`src/rtl/sort8_stream_driver.sv`:
```
// Front-end for the 8-lane bitonic sorter. It gathers N input beats, runs the sorter's
// en/done handshake, and replays the sorted lanes as a valid/ready stream with a last flag.
module sort8_stream_driver #(
  parameter int W       = 8,
  parameter int N       = 8,
  parameter int TIMEOUT = 64
) (
  input  logic           clk,
  input  logic           reset,
  input  logic           s_valid,
  input  logic [W-1:0]   s_data,
  output logic           s_ready,
  output logic           m_valid,
  output logic [W-1:0]   m_data,
  output logic           m_last,
  input  logic           m_ready,
  output logic           sort_en,
  output logic [N*W-1:0] sort_in_flat,
  input  logic           sort_done,
  input  logic [N*W-1:0] sort_out_flat,
  input  logic [7:0]     sort_value,
  output logic [7:0]     cycles,
  output logic           busy,
  output logic           timeout_err
);

  localparam int IW = (N > 1) ? $clog2(N) : 1;
  localparam int TW = (TIMEOUT > 1) ? $clog2(TIMEOUT) : 1;

  typedef enum logic [1:0] {
    FILL    = 2'd0,
    REQ     = 2'd1,
    DRAIN   = 2'd2,
    RELEASE = 2'd3
  } state_t;

  state_t                r_state;
  state_t                w_state_nxt;
  logic [IW-1:0]         r_idx;
  logic [IW-1:0]         w_idx_inc;
  logic [TW-1:0]         r_tcnt;
  logic [N-1:0][W-1:0]   r_lanes;
  logic [N-1:0][W-1:0]   r_result;
  logic                  r_m_valid;
  logic                  r_m_last;
  logic [W-1:0]          r_m_data;
  logic [7:0]            r_cycles;
  logic                  r_terr;
  logic                  w_s_fire;
  logic                  w_m_fire;
  logic                  w_idx_last;
  logic                  w_tmo;

  assign w_s_fire   = (r_state == FILL) && s_valid;
  assign w_m_fire   = r_m_valid && m_ready;
  assign w_idx_last = (r_idx == IW'(N - 1));
  assign w_idx_inc  = r_idx + IW'(1);
  assign w_tmo      = (r_tcnt == TW'(TIMEOUT - 1));

  always_ff @(posedge clk) begin
    if (reset) r_state <= FILL;
    else       r_state <= w_state_nxt;
  end

  // sort_done takes priority over a timeout that lands on the same cycle
  always_comb begin
    w_state_nxt = r_state;
    case (r_state)
      FILL:    if (w_s_fire && w_idx_last) w_state_nxt = REQ;
      REQ:     if (sort_done)              w_state_nxt = DRAIN;
               else if (w_tmo)             w_state_nxt = RELEASE;
      DRAIN:   if (w_m_fire && w_idx_last) w_state_nxt = RELEASE;
      RELEASE: if (!sort_done)             w_state_nxt = FILL;
      default: w_state_nxt = FILL;
    endcase
  end

  always_ff @(posedge clk) begin
    if (reset) begin
      r_idx     <= '0;
      r_tcnt    <= '0;
      r_lanes   <= '0;
      r_m_valid <= 1'b0;
      r_m_last  <= 1'b0;
      r_m_data  <= '0;
      r_cycles  <= '0;
      r_terr    <= 1'b0;
    end else begin
      case (r_state)
        FILL: begin
          if (w_s_fire) begin
            r_lanes[r_idx] <= s_data;
            r_idx          <= w_idx_last ? '0 : w_idx_inc;
          end
        end
        REQ: begin
          r_tcnt <= r_tcnt + TW'(1);
          if (sort_done) begin
            r_cycles  <= sort_value;
            r_m_valid <= 1'b1;
            r_m_data  <= sort_out_flat[W-1:0];
            r_m_last  <= (N == 1);
            r_idx     <= '0;
          end else if (w_tmo) begin
            r_terr <= 1'b1;
          end
        end
        DRAIN: begin
          // output beat registers only move on a completed handshake
          if (w_m_fire) begin
            if (w_idx_last) begin
              r_m_valid <= 1'b0;
              r_m_last  <= 1'b0;
              r_idx     <= '0;
            end else begin
              r_idx    <= w_idx_inc;
              r_m_data <= r_result[w_idx_inc];
              r_m_last <= (w_idx_inc == IW'(N - 1));
            end
          end
        end
        RELEASE: begin
          if (!sort_done) begin
            r_idx  <= '0;
            r_tcnt <= '0;
          end
        end
        default: ;
      endcase
    end
  end

  always_ff @(posedge clk) begin
    if (r_state == REQ && sort_done) r_result <= sort_out_flat;
  end

  assign s_ready      = (r_state == FILL);
  assign sort_en      = (r_state == REQ);
  assign busy         = (r_state != FILL);
  assign sort_in_flat = r_lanes;
  assign m_valid      = r_m_valid;
  assign m_data       = r_m_data;
  assign m_last       = r_m_last;
  assign cycles       = r_cycles;
  assign timeout_err  = r_terr;

endmodule
```
`config.mk`:
```
export PLATFORM = sky130hd
export DESIGN_NAME = sort8_stream_driver
export DESIGN_NICKNAME = d
export VERILOG_FILES = /design/src/rtl/sort8_stream_driver.sv
export SDC_FILE = /design/constraint.sdc
export NUM_CORES = 1
export LEC_CHECK = 0
export BUFFER_PORTS_ARGS = -buffer_cell sky130_fd_sc_hd__buf_2
export CAP_MARGIN = 10
export CORE_MARGIN = 2
export CORE_UTILIZATION = 49
export CTS_CLUSTER_SIZE = 12
export DETAILED_ROUTE_END_ITERATION = 8
export GPL_ROUTABILITY_DRIVEN = 0
export PLACE_DENSITY = 0.79
export SYNTH_ARGS = -nofsm -noshare
export SYNTH_HDL_FRONTEND = slang
export SYNTH_SLANG_ARGS = --single-unit
```
`constraint.sdc`:
```
create_clock -name clk -period 4.5 [get_ports clk]
set_input_delay 0.675 -clock clk [delete_from_list [all_inputs] [get_ports clk]]
set_output_delay 0.675 -clock clk [all_outputs]
set_load 0.05 [all_outputs]
```
Word-level counts from Yosys, hierarchy flattened
Index checks and enable logic that the tools add are counted.
{ "word_totals": {"regBits": 158, "latch_bits": 0, "ram_bits": 0, "romBits": 0, "inputBits": 85, "wordCells": 95, "memories": 0} }
{ "op_classes": {"n_addsub": 2, "multipliers": 0, "n_div": 0, "n_lt_le_gt_ge": 3, "n_eq_ne": 15, "shifts": 0, "muxes": 31, "bitwise": 1, "reduce_logical": 19} }
{ "ops": {"columns": ["operator", "n"], "rows": [
  ["64-bit bitwise mux", 1],
  ["8-bit 2-to-1 mux", 5],
  ["8-bit binary-select mux with 3-bit select", 1],
  ["8-bit demux with 3-bit select", 1],
  ["8-bit one-hot mux with 2 select lines", 1],
  ["4-bit AND reduction", 4],
  ["3-bit 2-to-1 mux", 5],
  ["3-bit one-hot mux with 4 select lines", 1],
  ["6-bit one-hot mux with 2 select lines", 1],
  ["2-bit 2-to-1 mux", 5],
  ["2-bit != test (second input constant)", 5],
  ["3-bit by 4-bit < comparator with 1-bit output (second input constant)", 2],
  ["2-bit one-hot mux with 4 select lines", 1],
  ["6-bit by 1-bit adder with 6-bit output (second input constant)", 1],
  ["3-bit equality test (second input constant)", 2],
  ["6-bit equality test (second input constant)", 1],
  ["1-bit logical AND", 6],
  ["1-bit 2-to-1 mux", 6],
  ["6-bit 2-to-1 mux", 1],
  ["2-bit by 1-bit != test with 1-bit output (second input constant)", 3],
  ["2-bit AND reduction", 3],
  ["3-bit AND reduction", 2],
  ["2-bit nonzero test", 3],
  ["2-bit equality test (second input constant)", 2],
  ["7 further kinds", 8]
]} }

Logic depth before layout (Yosys ltp)
{ "depth": {"ltp_word": 6, "depth_mapped": 8} }

Worst setup path before layout
Ideal clock, no wire load.
{ "synth_path": {"path_type": "register to register", "startpoint": "register r_state[1]", "endpoint": "register r_m_valid (netlist: m_valid)", "arrival_ns": 3.280, "t_required_ns": 4.368, "slack_ns": 1.088, "path_stages_with_launch": 8, "path_buffers": 1, "synth_period_minus_slack_ns": 3.412, "cell_sequence": "dfxtp_1 -> inv_1 -> ha_1 -> buf_2 -> nand2_1 -> clkinv_1 -> o21ai_0 -> a21oi_1"} }
{ "synth_between": {"elab_chain_cells": 3, "word_cells_on_any_way": 8, "cone_classes": "5 x eq/ne; 1 x mux; 2 x reduce/logical"} }
{ "synth_lines": {"columns": ["element", "line", "rtl"], "rows": [
  ["start: declaration", "37", "state_t r_state;"],
  ["start signal: assignment", "62", "else r_state <= w_state_nxt;"],
  ["2-bit by 1-bit equality test with 1-bit output (*)", null, null],
  ["via sort_en", "17", "output logic sort_en,"],
  ["2-bit by 1-bit != test with 1-bit output (no source line) / 2-bit nonzero test (equally long branches)", null, null],
  ["4-bit AND reduction (no source line)", null, null],
  ["end signal: assignment", "83", "r_m_valid <= 1'b0;"],
  ["end signal: assignment", "100", "r_m_valid <= 1'b1;"],
  ["end signal: assignment", "112", "r_m_valid <= 1'b0;"],
  ["end: declaration", "44", "logic r_m_valid;"]
]} }
Mark *: on every way through the listed nets, which the timed path passes. The rest lies on a longest branch.
A chain may end at the register's enable or synchronous reset.

Worst setup path after layout
{ "layout_path": {"startpoint": "register r_idx[0]", "endpoint": "register r_m_data[3] (netlist: m_data[3])"} }
{ "layout_between": {"elab_chain_cells": 6, "word_cells_on_any_way": 9, "cone_classes": "1 x add/sub; 2 x eq/ne; 5 x mux; 1 x reduce/logical"} }
{ "layout_lines": {"columns": ["element", "line", "rtl"], "rows": [
  ["start: declaration", "39", "logic [IW-1:0] r_idx;"],
  ["start signal: assignment", "93", "r_idx <= w_idx_last ? '0 : w_idx_inc;"],
  ["start signal: assignment", "116", "r_idx <= w_idx_inc;"],
  ["3-bit by 1-bit adder with 3-bit output", "57", "assign w_idx_inc = r_idx + IW'(1);"],
  ["8-bit binary-select mux with 3-bit select", "117", "r_m_data <= r_result[w_idx_inc];"],
  ["8-bit 2-to-1 mux (implied by the code)", "117", null],
  ["8-bit 2-to-1 mux", "111", "if (w_idx_last) begin"],
  ["8-bit 2-to-1 mux", "110", "if (w_m_fire) begin"],
  ["8-bit one-hot mux with 2 select lines", "89", "case (r_state)"],
  ["end signal: assignment", "101", "r_m_data <= sort_out_flat[W-1:0];"],
  ["end signal: assignment", "117", null],
  ["end: declaration", "46", "logic [W-1:0] r_m_data;"]
]} }
Parallel ways exist; a longest one is shown, timed or not. The select of a mux whose other input is x is not followed.

==> results.sh <==
export IMPL_run_status="finished clean"
export IMPL_crit_path_top_delay_cell="sky130_fd_sc_hd__ha_1"
export IMPL_vias_in_the_first_global_route=4297
export IMPL_cpLargestDelayFamily="adder cells"
export IMPL_post_synth_inst_count=490
export IMPL_grt_pass1_wl_mm=23.0
export IMPL_fraction_of_layout_cells_with_a_size_suffix_above_1_pct=37.2
export IMPL_timing_critical_path_to_type="flop"
export IMPL_port_buffers=170
export IMPL_synth_compound_gate_area_share_pct=4.57
export IMPL_synthTopCellsByArea="sky130_fd_sc_hd__edfxtp_1 (31%), sky130_fd_sc_hd__dfxtp_1 (30%), sky130_fd_sc_hd__mux2i_1 (11%)"
export IMPL_dominantRegCellSynth="sky130_fd_sc_hd__dfxtp_1"
export IMPL_floorplan_die_width_microns=116
export IMPL_row_count=41
export IMPL_synthAdderAreaFrac_pct=2.02
export IMPL_synth_cells_most_frequent="sky130_fd_sc_hd__dfxtp_1 (94), sky130_fd_sc_hd__nor2_1 (72), sky130_fd_sc_hd__mux2i_1 (65), sky130_fd_sc_hd__edfxtp_1 (64), sky130_fd_sc_hd__nand2_1 (27)"
export IMPL_grt_antenna_before_repair=0
export IMPL_min_period_ns=2.85
export IMPL_worstPathCellList="ha_1, ha_1, mux4_2, mux2_2, o211ai_1, a21oi_1"
export IMPL_num_vias=4396
export IMPL_finalCritPeriodShare_pct=63.4
export IMPL_ioPinCount=171
export IMPL_worst_hold_path_type="input port to flop"
export IMPL_total_leakage_power_uw=0.00316
export IMPL_setup_violations_final=0
export IMPL_arrival_ns=3.15
export IMPL_final_hold_viol_count=0
export IMPL_path_class="flop to flop"
export IMPL_number_of_nets_produced_by_synthesis=585
export IMPL_detailedRoute_firstPassIterationCount=5
export IMPL_die_y_microns=116
export IMPL_clock_sink_count=158
export IMPL_area_delta_synth_final_pct=24.7
export IMPL_fin_tns_setup_ns=0
export IMPL_synth_top_family_by_area="multiplexers"
export IMPL_final_antenna_net_count=0
export IMPL_cts_reportedPaths_clkPinSlew_ns=0.07
export IMPL_synth_simple_area_share_pct=11.2
export IMPL_grt_max_degree=76
export IMPL_final_setup_slack_of_the_worst_path_ns=1.65
export IMPL_clk_path_buf_depth=2
export IMPL_worstPathMaxFanout=18
export IMPL_slew_viol_final=0
export IMPL_stdcell_area_sq_um=7720
export IMPL_share_of_cell_area_taken_by_muxes_after_synthesis_pct=17.8
export IMPL_drt_total_wl_mm=14.7
export IMPL_insertion_delay_ns=0.43
export IMPL_critical_path_n_buffers_inverters=0
export IMPL_netlist_area_sq_um=6190
export IMPL_worst_setup_path_start_kind="flop"
export IMPL_powerDensity_nw_per_um2=399
export IMPL_synthDistinctLibCells=40
export IMPL_pre_cts_ws_ns=1.60
export IMPL_drt_initial_drc_count=329
export IMPL_finalNonFillerCells=838
export IMPL_detailedPlacementHpwl_mm=10.6
export IMPL_number_of_max_capacitance_violations_reported=0
export IMPL_actual_transition_at_the_worst_max_transition_pin_ns=1.06
export IMPL_worst_hold_slack_ns=0.416
export IMPL_synth_area_per_cell_sq_um=12.6
export IMPL_post_drt_wl_per_cell_microns=17.6
export IMPL_cts_inserted_buffers=17
export IMPL_post_place_cells=806
export IMPL_dpl_cell_area_sq_um=7150
export IMPL_synth_enable_flop_cells=64
export IMPL_synth_xor_area_share_pct=0.566
export IMPL_path_common_cell="sky130_fd_sc_hd__ha_1"
export IMPL_peakVddDrop_v=0.000297
export IMPL_avgViaCountPerCell=5.25
export IMPL_postCtsSetupRepairBufs=0
export IMPL_insertedDiodeCount=0
export IMPL_count_of_hold_buffers_inserted_by_post_cts_repair=0
export IMPL_synth_top_cell_area_share_pct=31.1
export IMPL_relSlewSlack_pct=29.3
export IMPL_nets=748
export IMPL_cp_data_required_time_ns=4.80
export IMPL_fmax_ghz=0.350
export IMPL_critPathMaxStageDelay_ns=0.93
export IMPL_post_route_drc_count=0
export IMPL_start_util_pct=49.6
export IMPL_globalRouteOverflowTotal=0
export IMPL_tritoncts_clock_tree="yes"
export IMPL_async_flop_share_pct=0
export IMPL_synth_largest_area_cell="sky130_fd_sc_hd__edfxtp_1"
export IMPL_yosys_register_bits=158
export IMPL_grt_setup_unrepaired="no"
export IMPL_seq_area_frac_synth_pct=61.5
export IMPL_cts_resized=0
export IMPL_cts_root_buf="sky130_fd_sc_hd__clkbuf_16"
export IMPL_synth_warnings=0
export IMPL_placeableCoreArea_sq_um=12500
export IMPL_finClkSkew_ns=0.00566
export IMPL_gr_usage_all_layers_pct=23.0
export IMPL_most_numerous_cell_in_the_yosys_netlist="sky130_fd_sc_hd__dfxtp_1"
export IMPL_floorplan_die_area_sq_um=13500
export IMPL_clock_tree_htree_level_count=4
-- power by group --
part / total (uW) / leakage [uW] / switching [uW] / internal [uW]
Combinational: 212 / 0.00154 / 128 / 84.4
Clock: 1360 / 0.000281 / 615 / 743
Sequential: 1510 / 0.00133 / 10.4 / 1500
-- flip-flops by register name, summed over array words and instances, names as in the netlist --
| name | count |
|---|---|
| cycles | 8 |
| r_state | 2 |
| r_result | 64 |
| m_data | 8 |
| sort_in_flat | 64 |
| r_idx | 3 |
| r_tcnt | 6 |
| m_last | 1 |
| m_valid | 1 |
| timeout_err | 1 |
-- per-stage QoR --
stage | util [%] | power, uW
6_report | 61.9 | 3080
5_1_grt | 61.9 | 3180
4_1_cts | 61.9 | 3110
3_5_place_dp | 57.4 | 1760
3_3_place_gp | 57.4 | 1750
2_1_floorplan | - | 1680
-- area by class of cell --
class	count	area [sq um]
multi-input combinational	296	2240
fill	938	4750
tap	172	215
clock buffer	18	439
sequential	158	3800
timing repair buffer	172	866
inverter	8	30.0
clock inverter	14	125
-- routing by layer --
metal  wire (microns)  vias to the layer above  GRT usage (%)
met5                0                        -              0
met4              302                        0           9.37
met3             1310                       23           8.35
met2             6960                      179           34.4
met1             6140                     2131           30.6
li1                 -                     2063              -
-- cells in the final DEF (no fill, tap or decap), types with 3 or more instances in the layout --
master and n:
sky130_fd_sc_hd__clkbuf_16 17, sky130_fd_sc_hd__mux2_2 8, sky130_fd_sc_hd__inv_8 5, sky130_fd_sc_hd__o211ai_1 8, sky130_fd_sc_hd__o21ai_0 6, sky130_fd_sc_hd__clkinv_4 3
sky130_fd_sc_hd__nor2_1 72, sky130_fd_sc_hd__ha_1 10, sky130_fd_sc_hd__xnor2_1 4, sky130_fd_sc_hd__inv_1 6, sky130_fd_sc_hd__or3_1 4, sky130_fd_sc_hd__mux2i_1 65
sky130_fd_sc_hd__dfxtp_1 94, sky130_fd_sc_hd__buf_2 170, sky130_fd_sc_hd__nand2b_1 11, sky130_fd_sc_hd__edfxtp_1 64, sky130_fd_sc_hd__mux4_2 16, sky130_fd_sc_hd__nand2_1 27
sky130_fd_sc_hd__nand3_1 4, sky130_fd_sc_hd__nor2_2 6, sky130_fd_sc_hd__a21oi_1 23, sky130_fd_sc_hd__or2_2 9
-- worst register-to-register path, stage by stage (launching register included) --
cell                       delay (ns)
sky130_fd_sc_hd__dfxtp_1         0.38
sky130_fd_sc_hd__ha_1            0.25
sky130_fd_sc_hd__ha_1            0.93
sky130_fd_sc_hd__mux4_2          0.62
sky130_fd_sc_hd__mux2_2          0.28
sky130_fd_sc_hd__o211ai_1        0.17
sky130_fd_sc_hd__a21oi_1         0.11
-- final timing paths --
path,start,endpoint,slack (ns),depth (start not counted)
max,r_idx[0]$_SDFFE_PP0P_,m_data[3]$_SDFFE_PP0P_,1.65,6
min reg2reg,cycles[4]$_SDFFE_PP0P_,cycles[4]$_SDFFE_PP0P_,0.46,2
max reg2reg,r_idx[0]$_SDFFE_PP0P_,m_data[3]$_SDFFE_PP0P_,1.65,6
min,sort_out_flat[58],r_result[58]$_DFFE_PP_,0.42,1
-- kinds of logic (layout without fill, tap and decap cells) --
group	after synthesis	in the layout
AOI/OAI and AO/OA	45	45
muxes	89	89
adders and majority gates	10	10
xor gates and xnor gates	4	4
buffers and inverters	36	212
and+or+nand+nor	148	148
DFF	158	158
Power figures use the tool's default switching activity.
